**src/rtl/arb_pkg.sv**
```systemverilog
// Shared constants, state encoding and the rotating-priority pick helper
// for the 4-way round-robin arbiter.
package arb_pkg;

  localparam int unsigned NREQ  = 4;
  localparam int unsigned SEL_W = 2;

  typedef enum logic {
    ST_IDLE  = 1'b0,
    ST_GRANT = 1'b1
  } state_e;

  typedef struct packed {
    logic             valid;
    logic [SEL_W-1:0] idx;
  } pick_t;

  // Walk from the highest offset down so the lowest offset from ptr wins.
  function automatic pick_t rr_pick(input logic [NREQ-1:0] req, input logic [SEL_W-1:0] ptr);
    pick_t            p;
    logic [SEL_W-1:0] c;
    p = '0;
    for (int i = NREQ - 1; i >= 0; i--) begin
      c = ptr + SEL_W'(i);
      if (req[c]) begin
        p.valid = 1'b1;
        p.idx   = c;
      end
    end
    return p;
  endfunction

endpackage

```
**src/rtl/mux4_reg.sv**
```systemverilog
// Registered 4:1 selection of DW-bit operands; holds its value when en is low.
module mux4_reg
  import arb_pkg::*;
#(
  parameter int unsigned DW = 2
) (
  input  logic                 clk,
  input  logic                 rst,
  input  logic                 en,
  input  logic [SEL_W-1:0]     sel,
  input  logic [NREQ*DW-1:0]   din,
  output logic [DW-1:0]        f
);

  always_ff @(posedge clk) begin
    if (rst) begin
      f <= '0;
    end else if (en) begin
      f <= din[sel*DW +: DW];
    end
  end

endmodule

```
**src/rtl/rr_arb4.sv**
```systemverilog
// Round-robin arbiter for four requesters with a bounded hold time, driving a
// registered 4:1 operand capture one cycle behind the grant.
module rr_arb4
  import arb_pkg::*;
#(
  parameter int unsigned DW       = 2,
  parameter int unsigned MAX_HOLD = 8
) (
  input  logic               clk,
  input  logic               rst,
  input  logic [NREQ-1:0]    req,
  input  logic [NREQ*DW-1:0] din,
  output logic [NREQ-1:0]    gnt,
  output logic [SEL_W-1:0]   sel,
  output logic [DW-1:0]      f,
  output logic               f_valid,
  output logic               busy
);

  localparam int unsigned HW = $clog2(MAX_HOLD) + 1;

  state_e           state_q, state_d;
  logic [SEL_W-1:0] ptr_q, ptr_d;
  logic [HW-1:0]    hold_cnt_q, hold_cnt_d;
  logic [NREQ-1:0]  gnt_q, gnt_d;
  logic [SEL_W-1:0] sel_q, sel_d;
  logic             f_valid_q;

  pick_t            pick_idle, pick_rel;
  logic [SEL_W-1:0] next_start;
  logic             release_now;

  assign next_start  = sel_q + SEL_W'(1);
  assign pick_idle   = rr_pick(req, ptr_q);
  // Starting after the grantee makes it lowest priority on re-arbitration.
  assign pick_rel    = rr_pick(req, next_start);
  assign release_now = !req[sel_q] || (hold_cnt_q == HW'(MAX_HOLD - 1));

  always_comb begin
    state_d    = state_q;
    ptr_d      = ptr_q;
    hold_cnt_d = hold_cnt_q;
    gnt_d      = gnt_q;
    sel_d      = sel_q;
    case (state_q)
      ST_IDLE: begin
        if (pick_idle.valid) begin
          sel_d      = pick_idle.idx;
          gnt_d      = NREQ'(1) << pick_idle.idx;
          hold_cnt_d = '0;
          state_d    = ST_GRANT;
        end
      end
      ST_GRANT: begin
        if (!release_now) begin
          hold_cnt_d = hold_cnt_q + HW'(1);
        end else begin
          ptr_d = next_start;
          if (pick_rel.valid) begin
            sel_d      = pick_rel.idx;
            gnt_d      = NREQ'(1) << pick_rel.idx;
            hold_cnt_d = '0;
          end else begin
            gnt_d   = '0;
            state_d = ST_IDLE;
          end
        end
      end
      default: begin
        gnt_d   = '0;
        state_d = ST_IDLE;
      end
    endcase
  end

  always_ff @(posedge clk) begin
    if (rst) begin
      state_q    <= ST_IDLE;
      ptr_q      <= '0;
      hold_cnt_q <= '0;
      gnt_q      <= '0;
      sel_q      <= '0;
      f_valid_q  <= 1'b0;
    end else begin
      state_q    <= state_d;
      ptr_q      <= ptr_d;
      hold_cnt_q <= hold_cnt_d;
      gnt_q      <= gnt_d;
      sel_q      <= sel_d;
      f_valid_q  <= (state_q == ST_GRANT);
    end
  end

  mux4_reg #(
    .DW(DW)
  ) u_mux (
    .clk(clk),
    .rst(rst),
    .en (state_q == ST_GRANT),
    .sel(sel_q),
    .din(din),
    .f  (f)
  );

  assign gnt     = gnt_q;
  assign sel     = sel_q;
  assign f_valid = f_valid_q;
  assign busy    = |gnt_q;

endmodule

```
**config.mk**
```make
export PLATFORM = sky130hd
export DESIGN_NAME = rr_arb4
export DESIGN_NICKNAME = d
export VERILOG_FILES = /design/src/rtl/arb_pkg.sv /design/src/rtl/mux4_reg.sv /design/src/rtl/rr_arb4.sv
export SDC_FILE = /design/constraint.sdc
export NUM_CORES = 1
export LEC_CHECK = 0
export ABC_AREA = 1
export CAP_MARGIN = 20
export CELL_PAD_IN_SITES_DETAIL_PLACEMENT = 1
export CELL_PAD_IN_SITES_GLOBAL_PLACEMENT = 1
export CORE_MARGIN = 10
export CORE_UTILIZATION = 35
export DETAILED_ROUTE_END_ITERATION = 12
export HOLD_SLACK_MARGIN = 0.05
export PLACE_DENSITY = 0.83
export SLEW_MARGIN = 20
export SYNTH_ARGS = -nofsm -noshare
export SYNTH_HDL_FRONTEND = slang
export SYNTH_SLANG_ARGS = --single-unit
```
**constraint.sdc**
```tcl
create_clock -name clk -period 1.65 [get_ports clk]
set_input_delay 0.33 -clock clk [delete_from_list [all_inputs] [get_ports clk]]
set_output_delay 0.33 -clock clk [all_outputs]
set_load 0.02 [all_outputs]
```
==> flow_summary_export.csv, run 1 <==
group,metric,value,unit
run_status,status,"complete, no violations",
layout,utilization,0.506,
setup_path,r2r_end,"sel[1]$_SDFFE_PP0P_",
route,finalWirelength,4110,um
layout,layout.nets,277,
setup_path,critPathKind,"register to primary output",
power,ir_worst_vdd,0.815,mV
synthesis,syn_area_per_cell,5.95,sq um
layout,antenna_cells,0,
synthesis,synth_common_cells,"nand2_1, inv_1, nand3_1",
route,drtAntennaViolNets,0,
synthesis,yosysTopAreaCell,"dfxtp_1",
route,drc_errors,0,
floorplan,die_area,6540,sq um
setup_path,rrSetupSlack,120,ps
synthesis,netlist_area,1300,sq um
power,power.leakage,0.977,nW
sta,grt_setup_unrepaired,"true",
placement,portBuffers,23,
setup_path,r2r-start,"ptr_q[0]$_SDFFE_PP0P_",
min_path,holdCritPathClass,"register to register",
setup_path,arrival,1270,ps
power,p_per_area,1820,nW/um^2
global_routing,grt.total_usage,0.128,
sta,slew-limit-headroom,0.718,
min_path,min_delay_worst_endpoint,"hold_cnt_q[1]$_SDFFE_PP0P_",
route,wire_per_inst,13.3,um
route,drt-initial-drc-count,56,
sta,tightest_slew,423,ps
cts,clock_latency,250,ps
global_routing,antenna_found_initial,0,
global_routing,grt_pass1_vias,1599,
setup_path,worstSetupEndpointType,"primary output",
min_path,min-delay-start,"hold_cnt_q[1]$_SDFFE_PP0P_",
job,cap_violations,0,
global_routing,grt.overflow.total,0,
synthesis,synth_fp_nets,233,
synthesis,ys_seq_area_frac,0.247,
synthesis,synth_cells,218,
setup_path,r2r_cells,13,
route,first_pass_iters,4,
setup_path,critPathMaxFanout,2,
synthesis,synth.top_cell.area_share,0.247,
floorplan,core_area,3630,sq um
sta,final_max_slew_viol_count,0,
placement,dp_hpwl,3240,um
min_path,holdPathStages,2,
synthesis,synth_cell_types,29,
setup_path,crit_required,1320,ps
synthesis,yosys_warnings,0,
sta,hold_violations,0,
cts,cts_buffer_depth,2,
global_routing,grt_max_degree,13,
cts,cts_tree,"done",
route,vias_per_cell,4.90,
synthesis,synthMostInstantiatedCell,"nand2_1",
cts,h-tree-depth,1,
synthesis,ys_ff_latch,16,
cts,cts.reportedPaths.clkPinSlew,60,ps
layout,synthToLayoutAreaGrowth,41.9,%
synthesis,synth-async-reset-ratio,0,
sta,clock_skew,2.02,ps
sta,min_period,1600,ps
floorplan,io_pins,24,
sta,worst_slack,48.0,ps
sta,max_freq,0.624,GHz
global_routing,grt_pass1_wl,6960,um
sta,finalCritPeriodShare,0.971,
setup_path,startpoint_type,"register",
placement,pre_cts_ws,-360,ps
cts,numCtsBuffers,3,
sta,setup_viol,0,
cts,clkSinkCount,16,
synthesis,synth_enable_flop_cells,0,
floorplan,chipWidth,80.9,um
synthesis,synthTopCellsByArea,"dfxtp_1, nand2_1, nand3_1",
floorplan,initial_core_util,0.357,
route,vias,1508,
synthesis,synth_ff_type,"dfxtp_1",
layout,drive_above_1_share,0.304,
floorplan,rows,22,
cts,root_buffer,"clkbuf_8",
sta,whs,497,ps
floorplan,die_y,80.9,um
placement,gp_congestion,0.779,
==> through the flow <==
stage	instance area [sq um]	total power [W]	instances	setup TNS (ps)
finish	1840	0.00336	308	0
global route	1840	0.00368	308	-142
CTS	1790	0.00328	308	0
detailed placement	1700	0.00288	304	-3520
global placement	1700	0.00281	304	-2800
floorplan	1300	0.00211	218	0
==> metal layers <==
layer  track usage  wire length, um  part of all wire  vias to the layer above
li1              -                -                 -                      780
met1         0.142             1760              0.43                      703
met2         0.242             2200              0.54                       19
met3        0.0254               86             0.021                        6
met4        0.0346               61             0.015                        0
met5             0                0                 0                        -
==> repair_timing <==
item | CTS | global route
resized for setup | 31 | 16
pin swaps | 11 | 3
setup endpoints to repair | 14 | 8
setup buffers | 1 | 0
hold buffers | 0 | 0
==> worst max-delay path by stage <==
stage / to / startpoint / cells past startpoint
after global placement: sel[1]$_SDFFE_PP0P_ / req[1] / 12
after global routing: gnt[0]$_SDFFE_PP0P_ / ptr_q[0]$_SDFFE_PP0P_ / 13
after CTS: gnt[2] / gnt[2]$_SDFFE_PP0P_ / 2
after floorplan: gnt[1]$_SDFFE_PP0P_ / sel[0]$_SDFFE_PP0P_ / 14
final: gnt[1] / gnt[1]$_SDFFE_PP0P_ / 2
after detailed placement: gnt[1]$_SDFFE_PP0P_ / req[1] / 12
==> power by group <==
group	switching (W)	internal [W]	total, W
clock	0.000135	0.000162	0.000297
combinational	0.00147	0.000980	0.00245
sequential	0.000106	0.000503	0.000610
==> flip-flops by register name, indices dropped and copies added (netlist names) <==
signal,count
gnt,4
hold_cnt_q,4
ptr_q,2
sel,2
u_mux.f,2
f_valid,1
state_q,1
==> layout make-up <==
| type | instances | area [sq um] |
|---|---|---|
| fillers | 492 | 1790 |
| well taps | 48 | 60.1 |
| clock buffers | 3 | 41.3 |
| repair buffers | 45 | 403 |
| flip-flops and latches | 16 | 325 |
| multi-input cells | 162 | 877 |
| inverters | 34 | 133 |
==> critical path: stages (launching register included) <==
cell,delay (ps)
dfxtp_1,320
buf_4,110
clkdlybuf4s50_1,600
==> layout by cell type, fill, tap and decap left out, types with 7 or more instances in the layout <==
cell	n
o21ai_0	9
clkdlybuf4s50_1	13
buf_4	20
nand2_2	19
nand3_2	7
nor2_1	16
dlygate4sd2_1	7
nand2_1	55
dfxtp_1	12
a21oi_1	8
nand3_1	19
inv_1	26
==> cell families after synthesis <==
logic type / count (synthesis) / synth area share
AO/OA/AOI/OAI: 30 / 0.132
XOR/XNOR: 1 / 0.00676
adder cells (fa/ha/maj): 1 / 0.00965
buffers and inverters: 40 / 0.144
flip-flops: 16 / 0.247
AND/OR/NAND/NOR: 130 / 0.460
Power figures use the tool's default switching activity.
==> run 2: changes to the inputs <==
--- a/config.mk
+++ b/config.mk
@@ -6,6 +6,7 @@
 export NUM_CORES = 1
 export LEC_CHECK = 0
 export ABC_AREA = 1
+export ABC_CLOCK_PERIOD_IN_PS = 1650
 export CAP_MARGIN = 20
 export CELL_PAD_IN_SITES_DETAIL_PLACEMENT = 1
 export CELL_PAD_IN_SITES_GLOBAL_PLACEMENT = 1
==> constraint.sdc (replaced) <==
create_clock -name clk -period 1.65 [get_ports clk]
set_input_delay 0.33 -clock clk [delete_from_list [all_inputs] [get_ports clk]]
set_output_delay 0.33 -clock clk [all_outputs]
set_load 0.1 [all_outputs]
==> flow_summary_export.csv, run 2 (same netlist as run 1, synthesis figures left out) <==
group,metric,value,unit
sta,slew-limit-headroom,0.728,
setup_path,r2r-start,"sel[0]$_SDFFE_PP0P_",
cts,numCtsBuffers,3,
setup_path,critPathMaxFanout,2,
sta,final_max_slew_viol_count,0,
sta,worst_slack,22.3,ps
cts,h-tree-depth,1,
global_routing,grt.total_usage,0.132,
layout,final_cell_mix,"nand2_1, inv_1, buf_4",
power,p_per_area,2250,nW/um^2
cts,cts_tree,"done",
setup_path,rrSetupSlack,70,ps
setup_path,path_cells,"or4_4, buf_12",
layout,synthToLayoutAreaGrowth,53.2,%
floorplan,io_pins,24,
global_routing,grt.overflow.total,0,
setup_path,cp-startpoint,"gnt[1]$_SDFFE_PP0P_",
run_status,status,"complete, no violations",
layout,layout.nets,278,
sta,setup_viol,0,
floorplan,die_y,80.9,um
setup_path,critPathKind,"register to primary output",
route,drt-initial-drc-count,57,
floorplan,initial_core_util,0.357,
layout,final_common_cell,"nand2_1",
sta,tightest_slew,408,ps
floorplan,chipWidth,80.9,um
global_routing,grt_pass1_vias,1552,
power,ir_worst_vdd,1.27,mV
route,wire_per_inst,14.4,um
setup_path,startpoint_type,"register",
sta,grt_setup_unrepaired,"true",
global_routing,grt_pass1_wl,7020,um
cts,cts.reportedPaths.clkPinSlew,70,ps
placement,dp_hpwl,3190,um
global_routing,grt_max_degree,13,
floorplan,rows,22,
layout,antenna_cells,0,
sta,clock_skew,3.39,ps
placement,pre_cts_ws,-367,ps
floorplan,die_area,6540,sq um
layout,drive_above_1_share,0.359,
setup_path,crit_required,1320,ps
setup_path,arrival,1300,ps
placement,portBuffers,23,
sta,hold_violations,0,
sta,min_period,1630,ps
setup_path,max_stage_delay,520,ps
setup_path,endpoint,"busy",
sta,whs,499,ps
cts,root_buffer,"clkbuf_8",
cts,clkSinkCount,16,
route,first_pass_iters,4,
cts,cts_buffer_depth,2,
route,finalWirelength,4470,um
setup_path,worstSetupEndpointType,"primary output",
min_path,holdCritPathClass,"register to register",
setup_path,slowest_stage,"or4_4",
setup_path,r2r_cells,13,
job,cap_violations,0,
route,drc_errors,0,
global_routing,antenna_found_initial,0,
route,vias_per_cell,4.96,
route,drtAntennaViolNets,0,
power,power.leakage,1.02,nW
floorplan,core_area,3630,sq um
sta,finalCritPeriodShare,0.986,
sta,max_freq,0.614,GHz
placement,gp_congestion,0.836,
placement,postPlaceCellArea,1770,sq um
route,vias,1537,
setup_path,r2r_end,"sel[0]$_SDFFE_PP0P_",
layout,final_area,1990,sq um
cts,clock_latency,260,ps
run 2: cell count changes in the layout (fill, tap and decap cells not counted), moves of 2 or more:
| cell | change |
|---|---|
| clkdlybuf4s50_1 | -4 |
| dfxtp_1 | -4 |
| dfxtp_4 | +4 |
| dlygate4sd2_1 | -5 |
| nor2_4 | -2 |
| buf_12 | +10 |
run 2: repair_timing:
item,4_1_cts,5_1_grt
gates resized for setup,14,25
hold buffers,0,0
pin swaps,7,9
buffers inserted,2,7
endpoints found under the setup margin,10,13
run 2: worst min-delay path by stage:
stage / cells past startpoint / end / from
3_3_place_gp: 2 / hold_cnt_q[1]$_SDFFE_PP0P_ / hold_cnt_q[1]$_SDFFE_PP0P_
4_1_cts: 2 / hold_cnt_q[0]$_SDFFE_PP0P_ / hold_cnt_q[0]$_SDFFE_PP0P_
5_1_grt: 2 / hold_cnt_q[0]$_SDFFE_PP0P_ / hold_cnt_q[0]$_SDFFE_PP0P_
6_report: 2 / hold_cnt_q[0]$_SDFFE_PP0P_ / hold_cnt_q[0]$_SDFFE_PP0P_
2_1_floorplan: 2 / hold_cnt_q[1]$_SDFFE_PP0P_ / hold_cnt_q[1]$_SDFFE_PP0P_
3_5_place_dp: 2 / hold_cnt_q[1]$_SDFFE_PP0P_ / hold_cnt_q[1]$_SDFFE_PP0P_
run 2: area by class of cell:
class / count / area, sq um
clock buffer: 3 / 41.3
clock inverter: 1 / 3.75
fill: 491 / 1650
inverter: 34 / 135
multi-input combinational: 162 / 883
sequential: 16 / 340
tap: 48 / 60.1
timing repair buffer: 46 / 522
run 2: critical path, delay by kind of cell, from the launching register on:
| kind | cells | cell delay (ps) |
|---|---|---|
| and+or+nand+nor | 1 | 520 |
| buffers and inverters | 1 | 180 |
| DFF | 1 | 340 |
run 2: power by group:
part,switching (W),internal [W],leakage (nW)
registers,0.000138,0.000528,0.136
clock network,0.000147,0.000166,0.0231
logic,0.00220,0.00129,0.865
total,0.00248,0.00198,1.02
run 2: routing by layer:
layer  GRT usage  vias to the layer above  share of wire
met4      0.0450                        0         0.0078
met1       0.148                      739           0.43
li1            -                      778              -
met2       0.239                       16           0.54
met3      0.0309                        4          0.022
met5           0                        -              0
run 2: metrics by stage:
| stage | cells | total power (W) | utilization | setup TNS (ps) |
|---|---|---|---|---|
| floorplan | 218 | 0.00275 | - | 0 |
| global placement | 297 | 0.00365 | 0.486 | -2560 |
| detailed placement | 297 | 0.00373 | 0.486 | -3450 |
| CTS | 303 | 0.00415 | 0.510 | 0 |
| global route | 310 | 0.00478 | 0.546 | -167 |
| finish | 310 | 0.00446 | 0.546 | 0 |
==> run 3: changes to the inputs <==
--- a/config.mk
+++ b/config.mk
@@ -7,7 +7,6 @@
 export LEC_CHECK = 0
 export ABC_AREA = 1
 export ABC_CLOCK_PERIOD_IN_PS = 1650
-export CAP_MARGIN = 20
 export CELL_PAD_IN_SITES_DETAIL_PLACEMENT = 1
 export CELL_PAD_IN_SITES_GLOBAL_PLACEMENT = 1
 export CORE_MARGIN = 10
==> results of run 3 <==
The final DEF is identical to that of run 2; final timing and power are the same.
